**config.mk**
```make
export PLATFORM = sky130hd
export DESIGN_NAME = umi_arbiter
export DESIGN_NICKNAME = d
export VERILOG_FILES = /design/src/rtl/umi_arbiter.sv
export SDC_FILE = /design/constraint.sdc
export NUM_CORES = 1
export LEC_CHECK = 0
export CORE_AREA = 4 4 496 498
export DETAILED_ROUTE_END_ITERATION = 16
export DIE_AREA = 0 0 500 502
export GPL_TIMING_DRIVEN = 0
export PLACE_DENSITY = 0.3
export SLEW_MARGIN = 5
export SYNTH_ARGS = -nofsm -noshare
export SYNTH_HDL_FRONTEND = slang
export SYNTH_SLANG_ARGS = --single-unit
```
**constraint.sdc**
```tcl
create_clock -name umi_clk -period 10.32 [get_ports umi_clk]
set_input_delay 1.032 -clock umi_clk [delete_from_list [all_inputs] [get_ports umi_clk]]
set_output_delay 1.032 -clock umi_clk [all_outputs]
set_load 0.02 [all_outputs]
```
**src/rtl/umi_arbiter.sv**
```systemverilog
// N-to-1 UMI arbiter: round-robin or fixed-priority grant of single-beat packets into a
// registered output stage, one packet per cycle with one cycle of latency.
module umi_arbiter #(
  parameter int unsigned N  = 4,
  parameter int unsigned UW = 256,
  localparam int unsigned SW = (N > 1) ? $clog2(N) : 1
) (
  input  logic            umi_clk,
  input  logic            umi_reset,
  input  logic            arbmode,
  input  logic [N-1:0]    umi_in_valid,
  input  logic [N*UW-1:0] umi_in_packet,
  output logic [N-1:0]    umi_in_ready,
  output logic            umi_out_valid,
  output logic [UW-1:0]   umi_out_packet,
  output logic [SW-1:0]   umi_out_src,
  input  logic            umi_out_ready
);

  logic [SW-1:0] ptr_q, ptr_d;
  logic [SW-1:0] sel;
  logic [SW-1:0] idx;
  logic          found;
  logic          load;
  logic          accept;
  logic [N-1:0]  gnt;
  logic [UW-1:0] sel_packet;

  // Scan order starts at ptr in round-robin mode and at channel 0 in fixed-priority mode.
  always_comb begin
    sel   = '0;
    idx   = '0;
    found = 1'b0;
    for (int unsigned k = 0; k < N; k++) begin
      idx = arbmode ? SW'(k) : SW'((32'(ptr_q) + k) % N);
      if (!found && umi_in_valid[idx]) begin
        found = 1'b1;
        sel   = idx;
      end
    end
    gnt = '0;
    if (found) gnt[sel] = 1'b1;
  end

  assign load         = ~umi_out_valid | umi_out_ready;
  assign umi_in_ready = gnt & {N{load}};
  assign accept       = found & load;

  always_comb begin
    sel_packet = umi_in_packet[32'(sel) * UW +: UW];
    // Explicit wrap so non-power-of-two N never reaches an unused pointer value.
    if (32'(sel) == N - 1) ptr_d = '0;
    else                   ptr_d = sel + 1'b1;
  end

  always_ff @(posedge umi_clk or posedge umi_reset) begin
    if (umi_reset) begin
      umi_out_valid  <= 1'b0;
      umi_out_packet <= '0;
      umi_out_src    <= '0;
      ptr_q          <= '0;
    end else if (accept) begin
      umi_out_valid  <= 1'b1;
      umi_out_packet <= sel_packet;
      umi_out_src    <= sel;
      ptr_q          <= ptr_d;
    end else begin
      umi_out_valid  <= umi_out_valid & ~umi_out_ready;
    end
  end

endmodule

```
== Yosys cells after proc, flatten, opt, wreduce, memory -nomap -nowiden ==
Cells that the tools add are included.

* Equal/unequal tests: 1
* Add/sub/neg operators: 4
* Multiplexer cells: 25
* Reduce and logical (&&, ||, !) cells: 7
* $lt $le $gt $ge: 6
* Bitwise operators: 6
* Shifts and indexed selects: 1

{| class="wikitable"
|+ Operators with widths
! kind !! count
|-
| 1024-bit by 11-bit indexed part select with 256-bit output || 1
|-
| 2-bit 2-to-1 mux || 9
|-
| 2-bit by 3-bit less-than comparator with 1-bit output (second input constant) || 5
|-
| 1-bit 2-to-1 mux || 10
|-
| 1-bit binary-select mux with 2-bit select || 4
|-
| 2-bit by 1-bit adder with 2-bit output (second input constant) || 2
|-
| 2-bit adder (second input constant) || 2
|-
| 4-bit AND || 1
|-
| 1-bit logical AND || 4
|-
| 4-bit 2-to-1 mux || 1
|-
| 1-bit zero test || 3
|-
| 1-bit AND || 2
|-
| 1-bit demux with 2-bit select || 1
|-
| 2-bit equality test (second input constant) || 1
|-
| 2-bit by 1-bit greater-or-equal comparator with 1-bit output (second input constant) || 1
|-
| 1-bit inverter || 2
|-
| 1-bit bitwise OR || 1
|}

* Register bits after elaboration: 261
* Input port bits: 1032
* Output and inout port bits: 263

== Depth between registers and ports, before layout ==
Gate-level depths: netlist of run 1.

* Word-level depth: 19
* Mapped depth: 12
* Gate-level depth less buffers: 9

== Worst setup path before layout of run 1 ==
Ideal clock, no wire load.

* Kind: input port to output port
* Start point: in umi_in_valid[2]
* End point: out umi_in_ready[0]
* Setup slack: 6487 ps
* Required time: 9288 ps
* Data arrival time: 2801 ps
* Buffers on the path: 3
* Stages on the path: 10
* Cell sequence: buf_2 and2b_1 o21ai_0 a21oi_1 o221ai_2 and2_1 buf_2 buf_2 inv_1 nor3_1

* Word-level cells in the longest chain between the ends: 18
* Elaborated cells between the ends (all ways): 29
* Classes of those cells: order compare: 2; mux: 19; bitwise: 1; reduce/logical: 7

{| class="wikitable"
|+ Ends and longest elaborated chain
! item !! line !! RTL
|-
| start, declared || 11 || <nowiki>input logic [N-1:0] umi_in_valid,</nowiki>
|-
| 1-bit binary-select mux with 2-bit select || 36 || <nowiki>if (!found && umi_in_valid[idx]) begin</nowiki>
|-
| 1-bit 2-to-1 mux (implied by the code) || 36 ||
|-
| 1-bit 2-to-1 mux || 36 ||
|-
| 1-bit zero test || 36 ||
|-
| 1-bit logical AND || 36 ||
|-
| 1-bit 2-to-1 mux || 36 ||
|-
| 1-bit zero test || 36 ||
|-
| 1-bit logical AND || 36 ||
|-
| [2 not listed] || -- ||
|-
| 1-bit logical AND || 36 ||
|-
| 2-bit 2-to-1 mux || 36 ||
|-
| 2-bit by 3-bit less-than comparator with 1-bit output (implied by the code) / 2-bit by 1-bit greater-or-equal comparator with 1-bit output (equally long branches) || 42 || <nowiki>if (found) gnt[sel] = 1'b1;</nowiki>
|-
| 1-bit logical AND (implied by the code) || 42 ||
|-
| 1-bit 2-to-1 mux (implied by the code) || 42 ||
|-
| 1-bit demux with 2-bit select || 42 ||
|-
| 4-bit 2-to-1 mux * || 42 ||
|-
| 4-bit AND * || 46 || <nowiki>assign umi_in_ready = gnt & {N{load}};</nowiki>
|-
| end, declared || 13 || <nowiki>output logic [N-1:0] umi_in_ready,</nowiki>
|}

Every way passes the cells marked *; elsewhere a longest branch is shown, timed or not. The select of a mux whose other input is x is not followed.

== Worst setup path in the final report of run 1 ==
* Start point: in umi_in_valid[1]
* End point: out umi_in_ready[0]

Same word-level chain as after synthesis.

==> flow_metrics.tcl, run 1 <==
set metrics [dict create \
    fin_tns_setup_ps 0 \
    io_pins 1295 \
    synth_xor_area_share_pct 0 \
    report.power.total_mw 6.69 \
    synth_top_area_share_pct 35.1 \
    max_freq_mhz 160 \
    cts_inserted_buffers 43 \
    synth_seq_cells 261 \
    synthMostInstantiatedCell "nand2_1" \
    routed_via_density 3.42 \
    slew_viol_final 0 \
    ys_top_cells_by_count "nand2_1 (264), dfrtp_1 (261), nand4_1 (257), mux2i_1 (256), o311ai_1 (237)" \
    firstDrtPassIters 5 \
    critical_path_arrival_ps 5210 \
    route.met2.wl_um 98700 \
    synth_fa_ha_area_share_pct 0.134 \
    multi_input_area_mm2 0.0109 \
    worstSkewPairLatency_ps 630 \
    core-area_mm2 0.242 \
    drt-initial-drc-count 1109 \
    synth_compound_area_share_pct 12.8 \
    holdCritPathClass "flip-flop to flip-flop" \
    nNetsFinal 4209 \
    start_kind "input pin" \
    slew_headroom_pct 31.7 \
    rows 181 \
    synth_area_leaders "dfrtp_1 (35%), mux2i_1 (14%), o311ai_1 (11%)" \
    die_w_um 500 \
    synth_warnings 0 \
    die_h_um 502 \
    synth_top_family_by_area "multiplexers" \
    period_needed_ps 6240 \
    grt-ovfl-total 0 \
    rsz0062_at_grt "no" \
    drt_wl_total_um 198000 \
    finalHoldWorstSlack_ps 481 \
    pre_cts_ws_ps 4000 \
    place_congestion 0.821 \
    power_density_mw_per_mm2 180 \
    path_class "input pin to output port" \
    syn_avg_cell_area_um2 10.2 \
    path_max_fanout 10 \
    worstPathRequired_ps 9290 \
    place_inst 6332 \
    drive_gt1_share_pct 13.8 \
    dr_wl_met3_um 15100 \
    dr.max_layer_used "met5" \
    power_frac_seq_pct 23.2 \
    min_period_over_period_pct 60.5 \
    grt_pass1_wl_um 250000 \
    peakVddDrop_v 0.0000995 \
    hold_buffers 0 \
    leakage_nw 14.2 \
    root_buffer "clkbuf_16" \
    p_clk_share_pct 24.6 \
    synth-simple-area-share_pct 14.6 \
    intPower_mw 3.80 \
    regArea_mm2 0.00653 \
    start_util_pct 7.69 \
    syn_to_final_growth_pct 100 \
    synthFlopType "dfrtp_1" \
    synthMuxAreaShare_pct 31.1 \
    dp_hpwl_um 173000 \
    cts_setup_buffers 0 \
    cts.path.max_buffers 3 \
    async_reset_ff_share_pct 100 \
    syn_inst 1834 \
    fin_skew_ps 13.8 \
    drc 0 \
    fillers 27400 \
    grt_max_degree 87 \
    cts.htree.levels 2 \
    yosysTopAreaCell "dfrtp_1" \
    hold_violations 0 \
    die_area_mm2 0.251 \
    synth_fp_nets 2868 \
    numPortBuffers 1291 \
    critPathCaptureType "output port" \
    finalSetupViolations 0 \
    grt_pass1_vias 24000 \
    maxCapViolCount 0 \
    wl_met1_um 80600 \
    combPwrFrac_pct 52.2 \
    synth_edf_count 0 \
    syn-cell-area_mm2 0.0186 \
    postLayoutSetupSlackWorst_ps 4080 \
    wire_per_inst_um 30.8 \
    switching_share_pct 43.2 \
    clkTransAtPathRegs_ps 50 \
    status "complete, no violations" \
    ctsResizeCount 0 \
    antenna_found_initial 69 \
    cts_sinks 261 \
    cts_tree "done" \
    final_cells 6419 \
    grt.total_usage_pct 15.0 \
    synth_seq_area_share_pct 35.1 \
    detail-route-antenna-nets 0 \
    p_sw_mw 2.89 \
    vias 21900 \
    tightest_slew_ps 1020 \
    synth_cell_types 42 \
]
cells in the final DEF, fill, tap and decap left out, types with 45 or more instances in the layout:
cell,netlist,layout
o311ai_1,237,237
clkdlybuf4s50_1,0,1291
dfrtp_1,261,261
clkbuf_1,119,117
mux2i_1,256,256
buf_2,58,58
nand2_1,264,264
nand4_1,257,257
mux2_2,165,165
clkbuf_16,0,45
mux2_4,91,91
final timing paths:
check	depth (start not counted)	endpoint	from	slack, ps
worst min register to register	2	umi_out_packet[115]	umi_out_packet[115]	480
worst max-delay path	8	umi_in_ready[0]	umi_in_valid[1]	4080
worst max register to register	9	umi_out_packet[193]	ptr_q[1]	6710
max in group asynchronous	4	umi_out_packet[223]	umi_reset	8190
min in group asynchronous	2	umi_out_packet[60]	umi_reset	800
worst min-delay path	2	umi_out_packet[115]	umi_out_packet[115]	480
per-layer routing:
| metal | global-route usage, % | up-vias |
|---|---|---|
| met5 | 0 | - |
| met4 | 2.48 | 34 |
| met2 | 27.0 | 1079 |
| met3 | 4.50 | 168 |
| met1 | 17.8 | 10800 |
| li1 | - | 9914 |
worst max-delay path, stage by stage:
cell             delay (ps)
clkdlybuf4s50_1         560
nor4_2                  920
a21o_1                  540
buf_2                   520
buf_2                   330
buf_2                   370
nor3_1                  120
clkdlybuf4s50_1         780
flip-flops by register name (all words and copies together), names as in the netlist:
| register | count |
|---|---|
| ptr_q | 2 |
| umi_out_packet | 256 |
| umi_out_src | 2 |
| umi_out_valid | 1 |
area by class of cell:
type | count | share of cell area [%]
Antenna cell | 11 | 0.0739
Buffer | 232 | 3.07
Clock buffer | 61 | 3.45
Clock inverter | 15 | 0.614
Inverter | 8 | 0.101
Multi-Input combinational cell | 1333 | 29.4
Sequential cell | 261 | 17.5
Tap cell | 3202 | 10.8
Timing Repair Buffer | 1296 | 35.0
per-stage QoR:
stage,util (%),area (µm²)
6_report,15.4,37300
5_1_grt,15.4,37200
4_1_cts,15.4,37200
3_5_place_dp,14.8,35700
3_3_place_gp,14.7,35600
2_1_floorplan,-,18600
power by group through the flow:
stage,clock network (mW),logic (mW),registers [mW]
final,1.65,3.49,1.55
after global routing,1.75,3.70,1.59
after CTS,1.73,3.61,1.56
after detailed placement,0,3.59,1.58
after global placement,0,3.60,1.57
after floorplan,0,1.11,1.87
cell families (layout without fill, tap and decap cells):
| group | after synthesis | after routing |
|---|---|---|
| buffers and inverters | 240 | 1612 |
| muxes | 512 | 512 |
| DFF | 261 | 261 |
| adders and majority gates | 2 | 2 |
| AOI/OAI and AO/OA | 278 | 278 |
| and+or+nand+nor | 541 | 541 |
| other | 0 | 11 |
Note: power is estimated with default switching activity, not from simulation.
==> run 2: changes to the inputs <==
CORE_AREA = 4 4 503 505   (was 4 4 496 498)
DIE_AREA = 0 0 507 509   (was 0 0 500 502)
clock period = 5.6 ns   (was 10.32 ns; I/O delays follow)
==> run 2 against run 1 <==
Effect of this change: hold slack worse by 53 ps; worst setup slack got worse by 3400 ps; sequential power is 85% higher; largest power group unchanged; die area rose by 2.8%; core utilization fell by 0.33 points; routed wire length up 2.5%; register-to-register slack got worse by 4700 ps; clock-buffer cell count fell by 1; design area rose by 0.32%; non-clock buffer count grew 4; via count is 1.5% higher.
==> flow_metrics.tcl, run 2 (same netlist as run 1, synthesis figures left out) <==
set metrics [dict create \
    dr.max_layer_used "met5" \
    drt_wl_total_um 202000 \
    grt-ovfl-total 0 \
    antenna_found_initial 87 \
    wire_per_inst_um 30.9 \
    io_pins 1295 \
    root_buffer "clkbuf_16" \
    ctsResizeCount 0 \
    die_w_um 507 \
    wl_met1_um 79300 \
    vias 22300 \
    rows 183 \
    regToRegEndpoint "umi_out_packet[201]" \
    finalSetupViolations 0 \
    grt_max_degree 37 \
    top_register "umi_out_packet" \
    r2r_setup_slack_ps 2010 \
    grt.total_usage_pct 15.0 \
    placed_cell_area_mm2 0.0359 \
    crit_path_frequent_cell "clkdlybuf4s50_1" \
    numPortBuffers 1291 \
    grt_pass1_wl_um 255000 \
    start_util_pct 7.51 \
    hold_violations 0 \
    drt-initial-drc-count 1141 \
    cts_inserted_buffers 43 \
    fin_skew_ps 28.5 \
    hp-start "umi_in_valid[2]" \
    routed_via_density 3.40 \
    worstPathRequired_ps 5040 \
    path_class "input pin to output port" \
    slew_viol_final 0 \
    status "complete, no violations" \
    holdCritPathClass "input pin to flip-flop" \
    leakage_nw 14.1 \
    path_max_fanout 11 \
    min_period_over_period_pct 88.4 \
    tightest_slew_ps 1240 \
    cts.htree.levels 2 \
    peakVddDrop_v 0.000216 \
    cts.path.max_buffers 3 \
    place_congestion 0.851 \
    final_cell_mix "clkdlybuf4s50_1 (1291), nand2_1 (264), dfrtp_1 (261)" \
    maxCapViolCount 0 \
    largest_register_ffs 256 \
    firstDrtPassIters 5 \
    cts_setup_buffers 0 \
    max_freq_mhz 202 \
    grt_pass1_vias 24200 \
    final_area_mm2 0.0374 \
    worstHoldPathCells 3 \
    slew_headroom_pct 17.2 \
    critical-path-slowest-cell "nor4_1" \
    route.met2.wl_um 99600 \
    place_inst 6464 \
    syn_to_final_growth_pct 101 \
    worstSkewPairLatency_ps 630 \
    hold_end "umi_out_valid" \
    final_cells 6554 \
    dr_wl_met3_um 19700 \
    drive_gt1_share_pct 13.6 \
    top_regs "umi_out_packet x256, ptr_q x2, umi_out_src x2" \
    die_h_um 509 \
    start_kind "input pin" \
    hold_buffers 0 \
    core-area_mm2 0.248 \
    cts_tree "done" \
    critical_path_arrival_ps 4390 \
    die_area_mm2 0.258 \
    power_density_mw_per_mm2 327 \
    clkTransAtPathRegs_ps 60 \
    dp_hpwl_um 179000 \
    detail-route-antenna-nets 0 \
    drc 0 \
    critPathCaptureType "output port" \
    rsz0062_at_grt "no" \
    period_needed_ps 4950 \
    r2r_start "ptr_q[1]" \
    finalHoldWorstSlack_ps 428 \
    reg2regPathDepth 9 \
    cts_sinks 261 \
    mostFrequentLayoutCell "clkdlybuf4s50_1" \
    path_cells "clkdlybuf4s50_1 > nor4_1 > a21oi_4 > buf_16 > clkbuf_2 > clkbuf_1 > and2_1 > clkdlybuf4s50_1" \
    slowest_delay_ps 890 \
    nNetsFinal 4213 \
]
==> run 2: worst max path at each step <==
stage	depth (start not counted)	endpoint	from	slack, ps
2_1_floorplan	1	ptr_q[0]	umi_reset	1600
6_report	8	umi_in_ready[2]	umi_in_valid[1]	650
3_3_place_gp	2	umi_out_packet[157]	umi_reset	-1830
4_1_cts	8	umi_in_ready[3]	umi_in_valid[1]	540
5_1_grt	8	umi_in_ready[3]	umi_in_valid[1]	430
3_5_place_dp	8	umi_in_ready[3]	umi_in_valid[1]	530
==> run 2: stage by stage <==
| step | setup WS (ps) | TNS, ps | power, mW | util, % |
|---|---|---|---|---|
| floorplan | 1600 | 0 | 5.49 | - |
| global placement | -1830 | -467860 | 9.57 | 14.4 |
| detailed placement | 534 | 0 | 9.57 | 14.5 |
| CTS | 536 | 0 | 12.6 | 15.0 |
| global route | 435 | 0 | 12.9 | 15.1 |
| finish | 650 | 0 | 12.2 | 15.1 |
==> run 2: layout make-up <==
type                       instances  area, µm²
fill                           28400     211000
timing repair buffer            1300      13100
multi-input combinational       1333      10900
sequential                       261       6530
tap                             3330       4170
clock buffer                      60       1220
buffer                           232       1140
clock inverter                    17        201
inverter                           8       33.8
antenna                           13       32.5
==> run 2: worst max-delay path, delay by kind of cell <==
family,cells,cell delay (ps)
buffers and inverters,5,2280
AND/OR/NAND/NOR,2,1250
AO/OA/AOI/OAI,1,230
==> run 2: per-layer routing <==
layer,global-route usage [%],vias up
met3,6.10,209
met1,17.1,10900
li1,-,9940
met5,0,-
met2,26.5,1132
met4,2.36,62
==> run 2: report_power, final <==
group          switching (mW)  internal [mW]  total (mW)  leakage, nW
combinational            3.78           2.70        6.48         10.2
sequential              0.417           2.45        2.86         3.19
clock                    1.16           1.70        2.86        0.698
total                    5.36           6.85        12.2         14.1
